## config.mk

```make
export PLATFORM = sky130hd
export DESIGN_NAME = hilo_div_ctrl
export DESIGN_NICKNAME = d
export VERILOG_FILES = /design/src/rtl/hilo_pkg.sv /design/src/rtl/hilo_regs.sv /design/src/rtl/hilo_div_ctrl.sv
export SDC_FILE = /design/constraint.sdc
export NUM_CORES = 1
export LEC_CHECK = 0
export CAP_MARGIN = 30
export CORE_ASPECT_RATIO = 2
export CORE_MARGIN = 3
export CORE_UTILIZATION = 40
export CTS_CLUSTER_DIAMETER = 30
export CTS_CLUSTER_SIZE = 40
export DETAILED_ROUTE_END_ITERATION = 10
export PLACE_DENSITY = 0.82
export SYNTH_ARGS = -nofsm -noshare
export SYNTH_HDL_FRONTEND = slang
export SYNTH_SLANG_ARGS = --single-unit
```

## constraint.sdc

```tcl
create_clock -name clock -period 2.4 [get_ports clock]
set_input_delay 0.36 -clock clock [delete_from_list [all_inputs] [get_ports clock]]
set_output_delay 0.36 -clock clock [all_outputs]
set_load 0.02 [all_outputs]
```

## src/rtl/hilo_pkg.sv

```systemverilog
// Shared op codes, FSM encoding and default sizing for the HI/LO divide controller.
package hilo_pkg;

  localparam int unsigned DEFAULT_WIDTH   = 32;
  localparam int unsigned DEFAULT_TIMEOUT = 40;

  localparam logic [2:0] OP_NONE = 3'd0;
  localparam logic [2:0] OP_MTHI = 3'd1;
  localparam logic [2:0] OP_MTLO = 3'd2;
  localparam logic [2:0] OP_MFHI = 3'd3;
  localparam logic [2:0] OP_MFLO = 3'd4;
  localparam logic [2:0] OP_DIV  = 3'd5;

  typedef enum logic [1:0] {
    IDLE,
    ISSUE,
    WAIT,
    WRITE
  } state_e;

endpackage

```

## src/rtl/hilo_regs.sv

```systemverilog
// HI/LO architectural register pair with independent write enables.
module hilo_regs #(
  parameter int unsigned WIDTH = 32
) (
  input  logic             clock,
  input  logic             reset,
  input  logic             hi_we,
  input  logic [WIDTH-1:0] hi_wdata,
  input  logic             lo_we,
  input  logic [WIDTH-1:0] lo_wdata,
  output logic [WIDTH-1:0] hi,
  output logic [WIDTH-1:0] lo
);

  logic [WIDTH-1:0] hi_q, lo_q;

  always_ff @(posedge clock or negedge reset) begin
    if (!reset) begin
      hi_q <= '0;
      lo_q <= '0;
    end else begin
      if (hi_we) hi_q <= hi_wdata;
      if (lo_we) lo_q <= lo_wdata;
    end
  end

  assign hi = hi_q;
  assign lo = lo_q;

endmodule

```

## src/rtl/hilo_div_ctrl.sv

```systemverilog
// Execute-stage controller: launches the iterative divider, commits remainder/quotient to
// HI/LO, serves MTHI/MTLO/MFHI/MFLO and stalls the pipeline while a divide is in flight.
module hilo_div_ctrl
  import hilo_pkg::*;
#(
  parameter int unsigned WIDTH   = DEFAULT_WIDTH,
  parameter int unsigned TIMEOUT = DEFAULT_TIMEOUT
) (
  input  logic             clock,
  input  logic             reset,
  input  logic             op_valid,
  input  logic [2:0]       op,
  input  logic [WIDTH-1:0] op_a,
  input  logic [WIDTH-1:0] op_b,
  output logic             stall,
  output logic [WIDTH-1:0] rd_data,
  output logic [WIDTH-1:0] hi,
  output logic [WIDTH-1:0] lo,
  output logic             err,
  output logic [WIDTH-1:0] div_dividend,
  output logic [WIDTH-1:0] div_divisor,
  output logic             div_start,
  input  logic             div_busy,
  input  logic [WIDTH-1:0] div_q,
  input  logic [WIDTH-1:0] div_r
);

  localparam int unsigned    CntW   = $clog2(TIMEOUT + 1);
  localparam logic [CntW-1:0] CntMax = CntW'(TIMEOUT - 1);

  state_e           state_q, state_d;
  logic [CntW-1:0]  cnt_q, cnt_d;
  logic             err_q, err_d;
  logic [WIDTH-1:0] dividend_q, divisor_q;
  logic             lat_we, accept;
  logic             hi_we, lo_we;
  logic [WIDTH-1:0] hi_wdata, lo_wdata;

  hilo_regs #(
    .WIDTH (WIDTH)
  ) u_regs (
    .clock    (clock),
    .reset    (reset),
    .hi_we    (hi_we),
    .hi_wdata (hi_wdata),
    .lo_we    (lo_we),
    .lo_wdata (lo_wdata),
    .hi       (hi),
    .lo       (lo)
  );

  always_ff @(posedge clock or negedge reset) begin
    if (!reset) begin
      state_q    <= IDLE;
      cnt_q      <= '0;
      err_q      <= 1'b0;
      dividend_q <= '0;
      divisor_q  <= '0;
    end else begin
      state_q <= state_d;
      cnt_q   <= cnt_d;
      err_q   <= err_d;
      if (lat_we) begin
        dividend_q <= op_a;
        divisor_q  <= op_b;
      end
    end
  end

  always_comb begin
    stall     = op_valid && (state_q != IDLE);
    accept    = op_valid && !stall;
    state_d   = state_q;
    cnt_d     = cnt_q;
    err_d     = 1'b0;
    lat_we    = 1'b0;
    hi_we     = 1'b0;
    lo_we     = 1'b0;
    hi_wdata  = op_a;
    lo_wdata  = op_a;
    div_start = 1'b0;
    rd_data   = '0;
    unique case (state_q)
      IDLE: begin
        if (accept) begin
          case (op)
            OP_MTHI: hi_we = 1'b1;
            OP_MTLO: lo_we = 1'b1;
            OP_MFHI: rd_data = hi;
            OP_MFLO: rd_data = lo;
            OP_DIV: begin
              // Divide by zero is silently dropped: no launch, no error.
              if (op_b != '0) begin
                lat_we  = 1'b1;
                cnt_d   = '0;
                state_d = ISSUE;
              end
            end
            default: ;
          endcase
        end
      end
      ISSUE: begin
        div_start = 1'b1;
        if (div_busy) begin
          state_d = WAIT;
          cnt_d   = '0;
        end else if (cnt_q == CntMax) begin
          state_d = IDLE;
          err_d   = 1'b1;
        end else begin
          cnt_d = cnt_q + CntW'(1);
        end
      end
      WAIT: begin
        if (!div_busy) begin
          state_d = WRITE;
        end else if (cnt_q == CntMax) begin
          state_d = IDLE;
          err_d   = 1'b1;
        end else begin
          cnt_d = cnt_q + CntW'(1);
        end
      end
      WRITE: begin
        hi_we    = 1'b1;
        lo_we    = 1'b1;
        hi_wdata = div_r;
        lo_wdata = div_q;
        state_d  = IDLE;
      end
      default: state_d = IDLE;
    endcase
  end

  assign err          = err_q;
  assign div_dividend = dividend_q;
  assign div_divisor  = divisor_q;

endmodule

```

After elaboration in Yosys (flattened, before gate mapping)

Index checks and enable logic that the tools add are counted.

Word-level logic and storage cells: 64
Bits in registers: 137
Output and inout port bits: 163
Input bits: 135

$add $sub $neg: 1
Muxes and demuxes: 34
Equal/unequal tests: 13
Reductions and logical operators: 9

Operators by type and width:

| operator              | count |
|---|---|
| $mux W32              | 4 |
| $pmux W32 S2          | 1 |
| $mux W6               | 6 |
| $reduce_bool A32 Y1   | 1 |
| $pmux W6 S3           | 1 |
| $mux W1               | 12 |
| $mux W2               | 6 |
| $pmux W2 S4           | 1 |
| $add A6 B1 Y6 const B | 1 |
| $eq A3 B2 Y1 const B  | 2 |
| $eq A3 B3 Y1 const B  | 2 |
| $eq A6 B6 Y1 const B  | 1 |
| $ne A2 B2 Y1 const B  | 3 |
| $pmux W1 S2           | 3 |
| $reduce_and A5 Y1     | 1 |
| $eq A2 B2 Y1 const B  | 2 |
| $eq A3 B1 Y1 const B  | 1 |
| $reduce_and A3 Y1     | 1 |
| $reduce_bool A3 Y1    | 1 |
| $eq A2 B1 Y1 const B  | 1 |
| $logic_and A1 B1 Y1   | 2 |
| $logic_not A2 Y1      | 1 |
| $ne A2 B1 Y1 const B  | 1 |
| $reduce_bool A2 Y1    | 1 |
| $logic_not A1 Y1      | 1 |

Depth between registers and ports, before layout

Gate-level depths: netlist of the first run.

Word-level depth: 6
Gate-level depth with buffers: 8
Mapped depth without buffers: 7

By module

Synthesis of the first run repeated with hierarchy kept, for this count alone.

Cells, all modules: 608
Area, all modules: 7200.7 µm²

By module, submodules not included:

| module        | area each (µm²) | instances | cells an instance | seq. area each (µm²) |
|---|---|---|---|---|
| hilo_div_ctrl | 4510.6          | 1         | 472               | 1826.8 |
| hilo_regs     | 2690.1          | 1         | 136               | 1601.5 |

Worst setup path before layout of the first run

Ideal clock, no wire load.

Path kind: reg2reg
Start point: reg state_q[1]
End point: reg u_regs.lo_q[10] (netlist: u_regs.lo[10])
Path buffers: 1
Path slack: 0.425 ns
Data required time: 2.274 ns
Arrival: 1.849 ns
Library setup time: 0.126 ns
Clock period less this slack: 1.975 ns
Stages on the path, launching flop included: 8
Cells stage by stage: dfrtp_1 > inv_1 > ha_1 > nand2_1 > or4b_1 > a21oi_4 > buf_2 > a21oi_1

Cells in the longest elaborated chain, start to end: 6
Elaborated cells between the ends (all ways): 9
Those cells by class: 1 x eq/ne; 3 x mux; 5 x reduce/logical

Ends and longest elaborated chain:

| item                   | RTL line            | source |
|---|---|---|
| from (decl)            | hilo_div_ctrl.sv:31 | `state_e state_q, state_d;` |
| from (signal assigned) | hilo_div_ctrl.sv:60 | `state_q <= state_d;` |
| $reduce_bool A2 Y1     | hilo_div_ctrl.sv:71 | `stall = op_valid && (state_q != IDLE);` |
| $logic_and A1 B1 Y1    | hilo_div_ctrl.sv:71 |  |
| $logic_not A1 Y1       | hilo_div_ctrl.sv:72 | `accept = op_valid && !stall;` |
| $logic_and A1 B1 Y1    | hilo_div_ctrl.sv:72 |  |
| $mux W1                | hilo_div_ctrl.sv:85 | `if (accept) begin` |
| $pmux W1 S2            | hilo_div_ctrl.sv:83 | `unique case (state_q)` |
| to (signal assigned)   | hilo_regs.sv:23     | `if (lo_we) lo_q <= lo_wdata;` |
| to (decl)              | hilo_regs.sv:15     | `logic [WIDTH-1:0] hi_q, lo_q;` |

Several ways; a longest one is shown, not always the timed one.
A chain may end at the register's enable or synchronous reset.

Worst setup path in the final report of the first run

Start point: in op_b[17]
End point: reg divisor_q[29] (netlist: div_divisor[29])

Cells in the longest elaborated chain, start to end: 5

Ends and longest elaborated chain:

| item                 | RTL line            | source |
|---|---|---|
| from (decl)          | hilo_div_ctrl.sv:14 | `input logic [WIDTH-1:0] op_b,` |
| $reduce_bool A32 Y1  | hilo_div_ctrl.sv:93 | `if (op_b != '0) begin` |
| $mux W1              | hilo_div_ctrl.sv:93 |  |
| $mux W1              | hilo_div_ctrl.sv:86 | `case (op)` |
| $mux W1              | hilo_div_ctrl.sv:85 |  |
| $mux W1              | hilo_div_ctrl.sv:83 |  |
| to (signal assigned) | hilo_div_ctrl.sv:65 | `divisor_q <= op_b;` |
| to (decl)            | hilo_div_ctrl.sv:34 | `logic [WIDTH-1:0] dividend_q, divisor_q;` |

No other way between the ends.

==> results of run 1 <==
[what timing repair did]
item,in CTS,in global routing
resized for setup,32,57
endpoints found under the hold margin,54,0
setup endpoints to repair,32,31
hold buffers,1,0
setup buffers,0,0
[metal layers]
layer | up-vias | part of all wire, %
met2 | 291 | 55
met5 | - | 0
met4 | 0 | 5.7
li1 | 2806 | -
met1 | 2999 | 34
met3 | 75 | 5.2
[per-stage QoR]
stage | hold WS (ns) | setup slack [ns] | power (mW) | std cells | utilization [%]
2_1_floorplan | 0.0644 | 0.425 | 7.21 | 612 | -
3_3_place_gp | 0.365 | -0.304 | 10.4 | 1106 | 62.8
3_5_place_dp | 0.369 | -0.324 | 10.6 | 1106 | 62.8
4_1_cts | 0.505 | 0.0413 | 13.1 | 1135 | 66.0
5_1_grt | 0.517 | 0.000282 | 13.6 | 1135 | 65.5
6_report | 0.487 | -0.0189 | 13.0 | 1135 | 65.5
[Yosys cell counts, types with 4 or more instances]
cell	instances	area, um2
a21oi_1	135	676
a22oi_1	33	248
buf_12	6	120
buf_4	4	30.0
clkbuf_1	28	105
dfrtp_1	137	3430
ha_1	5	62.6
inv_1	11	41.3
mux2_2	15	169
mux2_4	49	736
nor2_1	101	379
nor2b_1	35	219
nor3_1	4	20.0
nor4_1	9	56.3
o21ai_0	4	20.0
[cell families after synthesis]
kind of cell,after synthesis
compound gates,190
fa+ha+maj,5
buf+inv,52
flops,137
mux,64
simple gates,164
[worst register-to-register path, stage by stage, from the launching register on]
cell	delay, ns
dfrtp_1	0.44
inv_1	0.14
ha_1	0.17
nand2_1	0.13
or4b_1	0.56
a21oi_4	0.26
buf_12	0.23
nor2_1	0.07
a21oi_1	0.14
[area by class of cell]
class,instances,area [um2],area share (%)
clock inverters,3,40.0,0.384
flip-flops and latches,137,3430,32.9
clock buffers,25,505,4.84
inverters,11,41.3,0.396
well taps,201,251,2.41
multi-input cells,423,2860,27.4
repair buffers,335,3300,31.7
[flip-flops by register name (all words and copies together) (netlist names)]
register and count:
u_regs.lo 32, state_q 2, err 1, cnt_q 6, u_regs.hi 32, div_divisor 32, div_dividend 32
[placed cells by master (no fill, tap or decap), types with 15 or more instances in the layout]
master           count
a21oi_1            135
a22oi_1             33
buf_4               24
clkbuf_16           17
clkbuf_2            26
clkdlybuf4s50_1    263
dfrtp_1            137
mux2_2              15
mux2_4              49
nor2_1             100
nor2b_1             35
[power groups by stage]
stage,logic [mW],clock network [mW],registers [mW]
floorplan,1.76,0,5.45
global placement,6.15,0,4.26
detailed placement,6.27,0,4.29
CTS,6.28,2.52,4.28
global route,6.54,2.63,4.43
finish,6.22,2.47,4.30
[worst max-delay path by stage]
stage,startpoint,to,cells past startpoint
4_1_cts,op[2],rd_data[27],8
2_1_floorplan,state_q[1],u_regs.lo[10],7
5_1_grt,state_q[0],rd_data[19],6
3_5_place_dp,op_b[17],div_divisor[29],8
6_report,op_b[17],div_divisor[29],8
3_3_place_gp,op_b[17],div_divisor[29],8
==> flow_summary.json, run 1 <==
{
  "required_ns": 2.70,
  "wl_mm": 23.4,
  "clkPwrFrac_pct": 19.0,
  "syn_area_um2": 6580,
  "synth_nets": 752,
  "ys_seq_area_share_pct": 52.1,
  "setup_viol": 5,
  "slew_viol_final": 0,
  "dieWidth_um": 96.7,
  "worst_slack_ns": -0.0189,
  "final_nets": 1065,
  "skew_ns": 0.00696,
  "via_count": 6171,
  "p_leak_nw": 4.53,
  "ioPinCount": 298,
  "busiest_layer": "met2",
  "hold_viol_final": 0,
  "syn_inst": 612,
  "synthMuxAreaShare_pct": 13.8,
  "use_met2_pct": 46.7,
  "drc": 0,
  "viasPerCell": 5.44,
  "critPathLaunchType": "primary input",
  "dp_hpwl_mm": 17.3,
  "path_buf_inv": 3,
  "end_kind": "flop",
  "grt.total_usage_pct": 25.6,
  "start_util_pct": 41.3,
  "finalCritPeriodShare_pct": 101,
  "yosys.area_share.simple_pct": 11.7,
  "initialDrtViolationCount": 242,
  "synth_fa_ha_area_share_pct": 0.951,
  "max_stage_delay_ns": 0.56,
  "routabilityCongestion": 0.880,
  "r2r_slack_ns": 0.17,
  "rr_startpoint": "state_q[0]",
  "antenna_cells": 0,
  "grtUsageMet1_pct": 26.6,
  "place_area_um2": 10000,
  "wire_per_inst_um": 20.6,
  "dieArea_um2": 18100,
  "status": "finished, violations left",
  "numClockSinks": 137,
  "r2r_cells": 8,
  "synth.distinct_cells": 37,
  "tritoncts": "yes",
  "globalRouteOverflowTotal": 0,
  "hold_class": "primary input to asynchronous set/reset pin",
  "p_sw_share_pct": 37.3,
  "ir_worst_vdd_uv": 752,
  "crit_path_cell_trace": "clkdlybuf4s50_1 > nor4_1 > buf_4 > nand4_1 > o2111ai_2 > or2_4 > buf_12 > mux2_2",
  "io_buffers": 297,
  "grt_pass1_wl_mm": 36.3,
  "clkTransAtPathRegs_ns": 0.06,
  "violations": "negative setup slack",
  "postRouteAntennaNets": 0,
  "max_freq_ghz": 0.413,
  "core_area_um2": 15900,
  "yosysWarningCount": 0,
  "clock_latency_ns": 0.41,
  "rsz0062_at_grt": "false",
  "p_int_mw": 8.14,
  "cpLargestDelayFamily": "simple AND/OR/NAND/NOR gates",
  "ys_ff_latch": 137,
  "syn_to_final_growth_pct": 58.6,
  "pwr-share-seq_pct": 33.1,
  "firstDrtPassIters": 5,
  "tightest_slew_ns": 0.770,
  "p_per_area_nw_per_um2": 1240,
  "cp_slowest_cell": "nor4_1",
  "synth_enable_flop_cells": 0,
  "pwr-share-comb_pct": 47.9,
  "maxCapViolations": 0,
  "synthFlopType": "dfrtp_1",
  "clock_path_buffers": 2,
  "use_met3_pct": 5.15,
  "synth-xor-area-share_pct": 0,
  "criticalPathCategory": "primary input to flop",
  "htreeDepth": 4,
  "rows": 65,
  "period_needed_ns": 2.42,
  "switchingPower_mw": 4.85,
  "arrival_ns": 2.72,
  "fin_tns_setup_ns": -0.0636,
  "cts-root-buf": "clkbuf_16",
  "numCtsBuffers": 17,
  "synth_top_family_by_area": "compound AO/OA/AOI/OAI gates",
  "ys_async_sr_fraction_pct": 100,
  "r2r_end": "u_regs.lo[26]",
  "first_global_vias": 6509,
  "crit_fanout": 17,
  "antenna_found_initial": 0,
  "finalInstanceArea_um2": 10400,
  "relSlewSlack_pct": 48.2,
  "n_fill_cell": 1257,
  "fp.dieH_um": 187,
  "grt_start_max_net_pins": 97,
  "drive_gt1_share_pct": 17.2,
  "synth-compound-area-share_pct": 16.8,
  "avgSynthCellArea_um2": 10.7
}
No activity file was read; power rests on OpenSTA's default activity.
==> run 2, diff against run 1 <==
--- a/config.mk
+++ b/config.mk
@@ -12,6 +12,7 @@
 export CTS_CLUSTER_DIAMETER = 30
 export CTS_CLUSTER_SIZE = 40
 export DETAILED_ROUTE_END_ITERATION = 10
+export MAX_ROUTING_LAYER = met4
 export PLACE_DENSITY = 0.82
 export SYNTH_ARGS = -nofsm -noshare
 export SYNTH_HDL_FRONTEND = slang
==> run 2 against run 1 <==
The flow still finishes with violations (negative setup slack). Register-to-register slack about the same. Critical path depth unchanged. Final cell count unchanged. Via count up 0.13%. Fmax down 0.14%. Clock power about the same. Global-route usage up 0.74 points. Cell area unchanged. Critical path type unchanged. Die area unchanged. Power unchanged. Hold slack better by 0.0093 ns. Sequential cell count unchanged.
==> flow_summary.json, run 2 (synthesis gave the netlist of run 1 again) <==
{
  "p_leak_nw": 4.53,
  "skew_ns": 0.00972,
  "postRouteAntennaNets": 0,
  "numCtsBuffers": 17,
  "end_kind": "flop",
  "clock_latency_ns": 0.41,
  "ff_latch_area_um2": 3430,
  "max_stage_delay_ns": 0.56,
  "p_total_mw": 13.0,
  "maxCapViolations": 0,
  "grt_pass1_wl_mm": 36.3,
  "post-place-ws_ns": -0.324,
  "syn_to_final_growth_pct": 58.6,
  "drc": 0,
  "viasPerCell": 5.44,
  "critPathLaunchType": "primary input",
  "status": "finished, violations left",
  "antenna_cells": 0,
  "dieWidth_um": 96.7,
  "finalCritPeriodShare_pct": 101,
  "start_util_pct": 41.3,
  "violations": "negative setup slack",
  "period_needed_ns": 2.42,
  "r2r_slack_ns": 0.17,
  "drive_gt1_share_pct": 17.2,
  "p_per_area_nw_per_um2": 1240,
  "cts-root-buf": "clkbuf_16",
  "hold_viol_final": 0,
  "n_fill_cell": 1257,
  "hold_class": "primary input to asynchronous set/reset pin",
  "arrival_ns": 2.72,
  "slew_viol_final": 0,
  "htreeDepth": 4,
  "final_cell_mix": "263 x clkdlybuf4s50_1, 137 x dfrtp_1, 135 x a21oi_1",
  "wire_per_inst_um": 20.7,
  "dp_hpwl_mm": 17.3,
  "ioPinCount": 298,
  "clock_path_buffers": 2,
  "criticalPathCategory": "primary input to flop",
  "tightest_slew_ns": 0.769,
  "first_global_vias": 6510,
  "final_nets": 1065,
  "path_buf_inv": 3,
  "crit_path_cell_trace": "clkdlybuf4s50_1 > nor4_1 > buf_4 > nand4_1 > o2111ai_2 > or2_4 > buf_12 > mux2_2",
  "fin_tns_setup_ns": -0.0842,
  "finalInstanceArea_um2": 10400,
  "routabilityCongestion": 0.895,
  "clkTransAtPathRegs_ns": 0.06,
  "max_freq_ghz": 0.413,
  "grt_start_max_net_pins": 97,
  "place_area_um2": 10000,
  "io_buffers": 297,
  "initialDrtViolationCount": 256,
  "dieArea_um2": 18100,
  "fp.dieH_um": 187,
  "cpLargestDelayFamily": "simple AND/OR/NAND/NOR gates",
  "core_area_um2": 15900,
  "required_ns": 2.70,
  "crit_fanout": 17,
  "ir_worst_vdd_uv": 752,
  "layout_commonest_cell": "clkdlybuf4s50_1",
  "firstDrtPassIters": 5,
  "setup_viol": 9,
  "rsz0062_at_grt": "false",
  "antenna_found_initial": 0,
  "relSlewSlack_pct": 48.3,
  "rows": 65,
  "via_count": 6179,
  "numClockSinks": 137,
  "worst_slack_ns": -0.0223,
  "globalRouteOverflowTotal": 0,
  "wl_mm": 23.4,
  "tritoncts": "yes",
  "cp_slowest_cell": "nor4_1",
  "grt.total_usage_pct": 26.3,
  "multi_input_comb_area_um2": 2860
}
## run 2: cell counts in the layout (fill, tap and decap cells not counted)
No cell type changed its count.
## run 2: repair_timing
| action | CTS | global route |
|---|---|---|
| gates resized for setup | 32 | 57 |
| setup buffers | 0 | 0 |
| setup endpoints to repair | 32 | 31 |
| endpoints found under the hold margin | 54 | 0 |
| hold buffers | 1 | 0 |
## run 2: metal layers
layer  track usage, %  vias up  part of all wire, %
met2             46.7      276                   55
li1                 -     2803                    -
met3             4.93       76                  4.8
met4             15.1        0                  5.5
met1             26.7     3024                   35
met5                -        -                    0
## run 2: report_power, final
| part | leakage, nW | internal, mW | switching, mW | total, mW |
|---|---|---|---|---|
| Sequential | 1.61 | 3.41 | 0.883 | 4.30 |
| Combinational | 2.64 | 3.19 | 3.03 | 6.22 |
| Clock | 0.271 | 1.54 | 0.934 | 2.47 |
## run 2: layout make-up
type | instances | area share, %
clock buffer | 25 | 4.84
clock inverter | 3 | 0.384
inverter | 11 | 0.396
multi-input combinational | 423 | 27.4
sequential | 137 | 32.9
tap | 201 | 2.41
timing repair buffer | 335 | 31.7
## run 2: worst paths after layout
| kind | from | endpoint | cells after the start |
|---|---|---|---|
| worst max-delay path | op_b[17] | div_divisor[29] | 8 |
| worst min-delay path | reset | div_dividend[4] | 2 |
| worst max register to register | state_q[0] | u_regs.lo[26] | 8 |
| worst min register to register | div_divisor[22] | div_divisor[22] | 1 |
| max in group asynchronous | reset | div_divisor[23] | 3 |
| min in group clock | div_divisor[22] | div_divisor[22] | 1 |
## run 2: worst reg2reg max path, cell delays in order (launching register included)
cell	delay, ns
dfrtp_1	0.44
inv_1	0.13
ha_1	0.17
nand2_1	0.13
or4b_1	0.56
a21oi_4	0.26
buf_12	0.23
nor2_1	0.08
a21oi_1	0.14
## run 2: stage by stage
stage	utilization (%)	instances	hold WS (ns)
4_1_cts	66.0	1135	0.505
6_report	65.5	1135	0.497
3_5_place_dp	62.8	1106	0.369
5_1_grt	65.5	1135	0.517
2_1_floorplan	-	612	0.0644
3_3_place_gp	62.8	1106	0.365
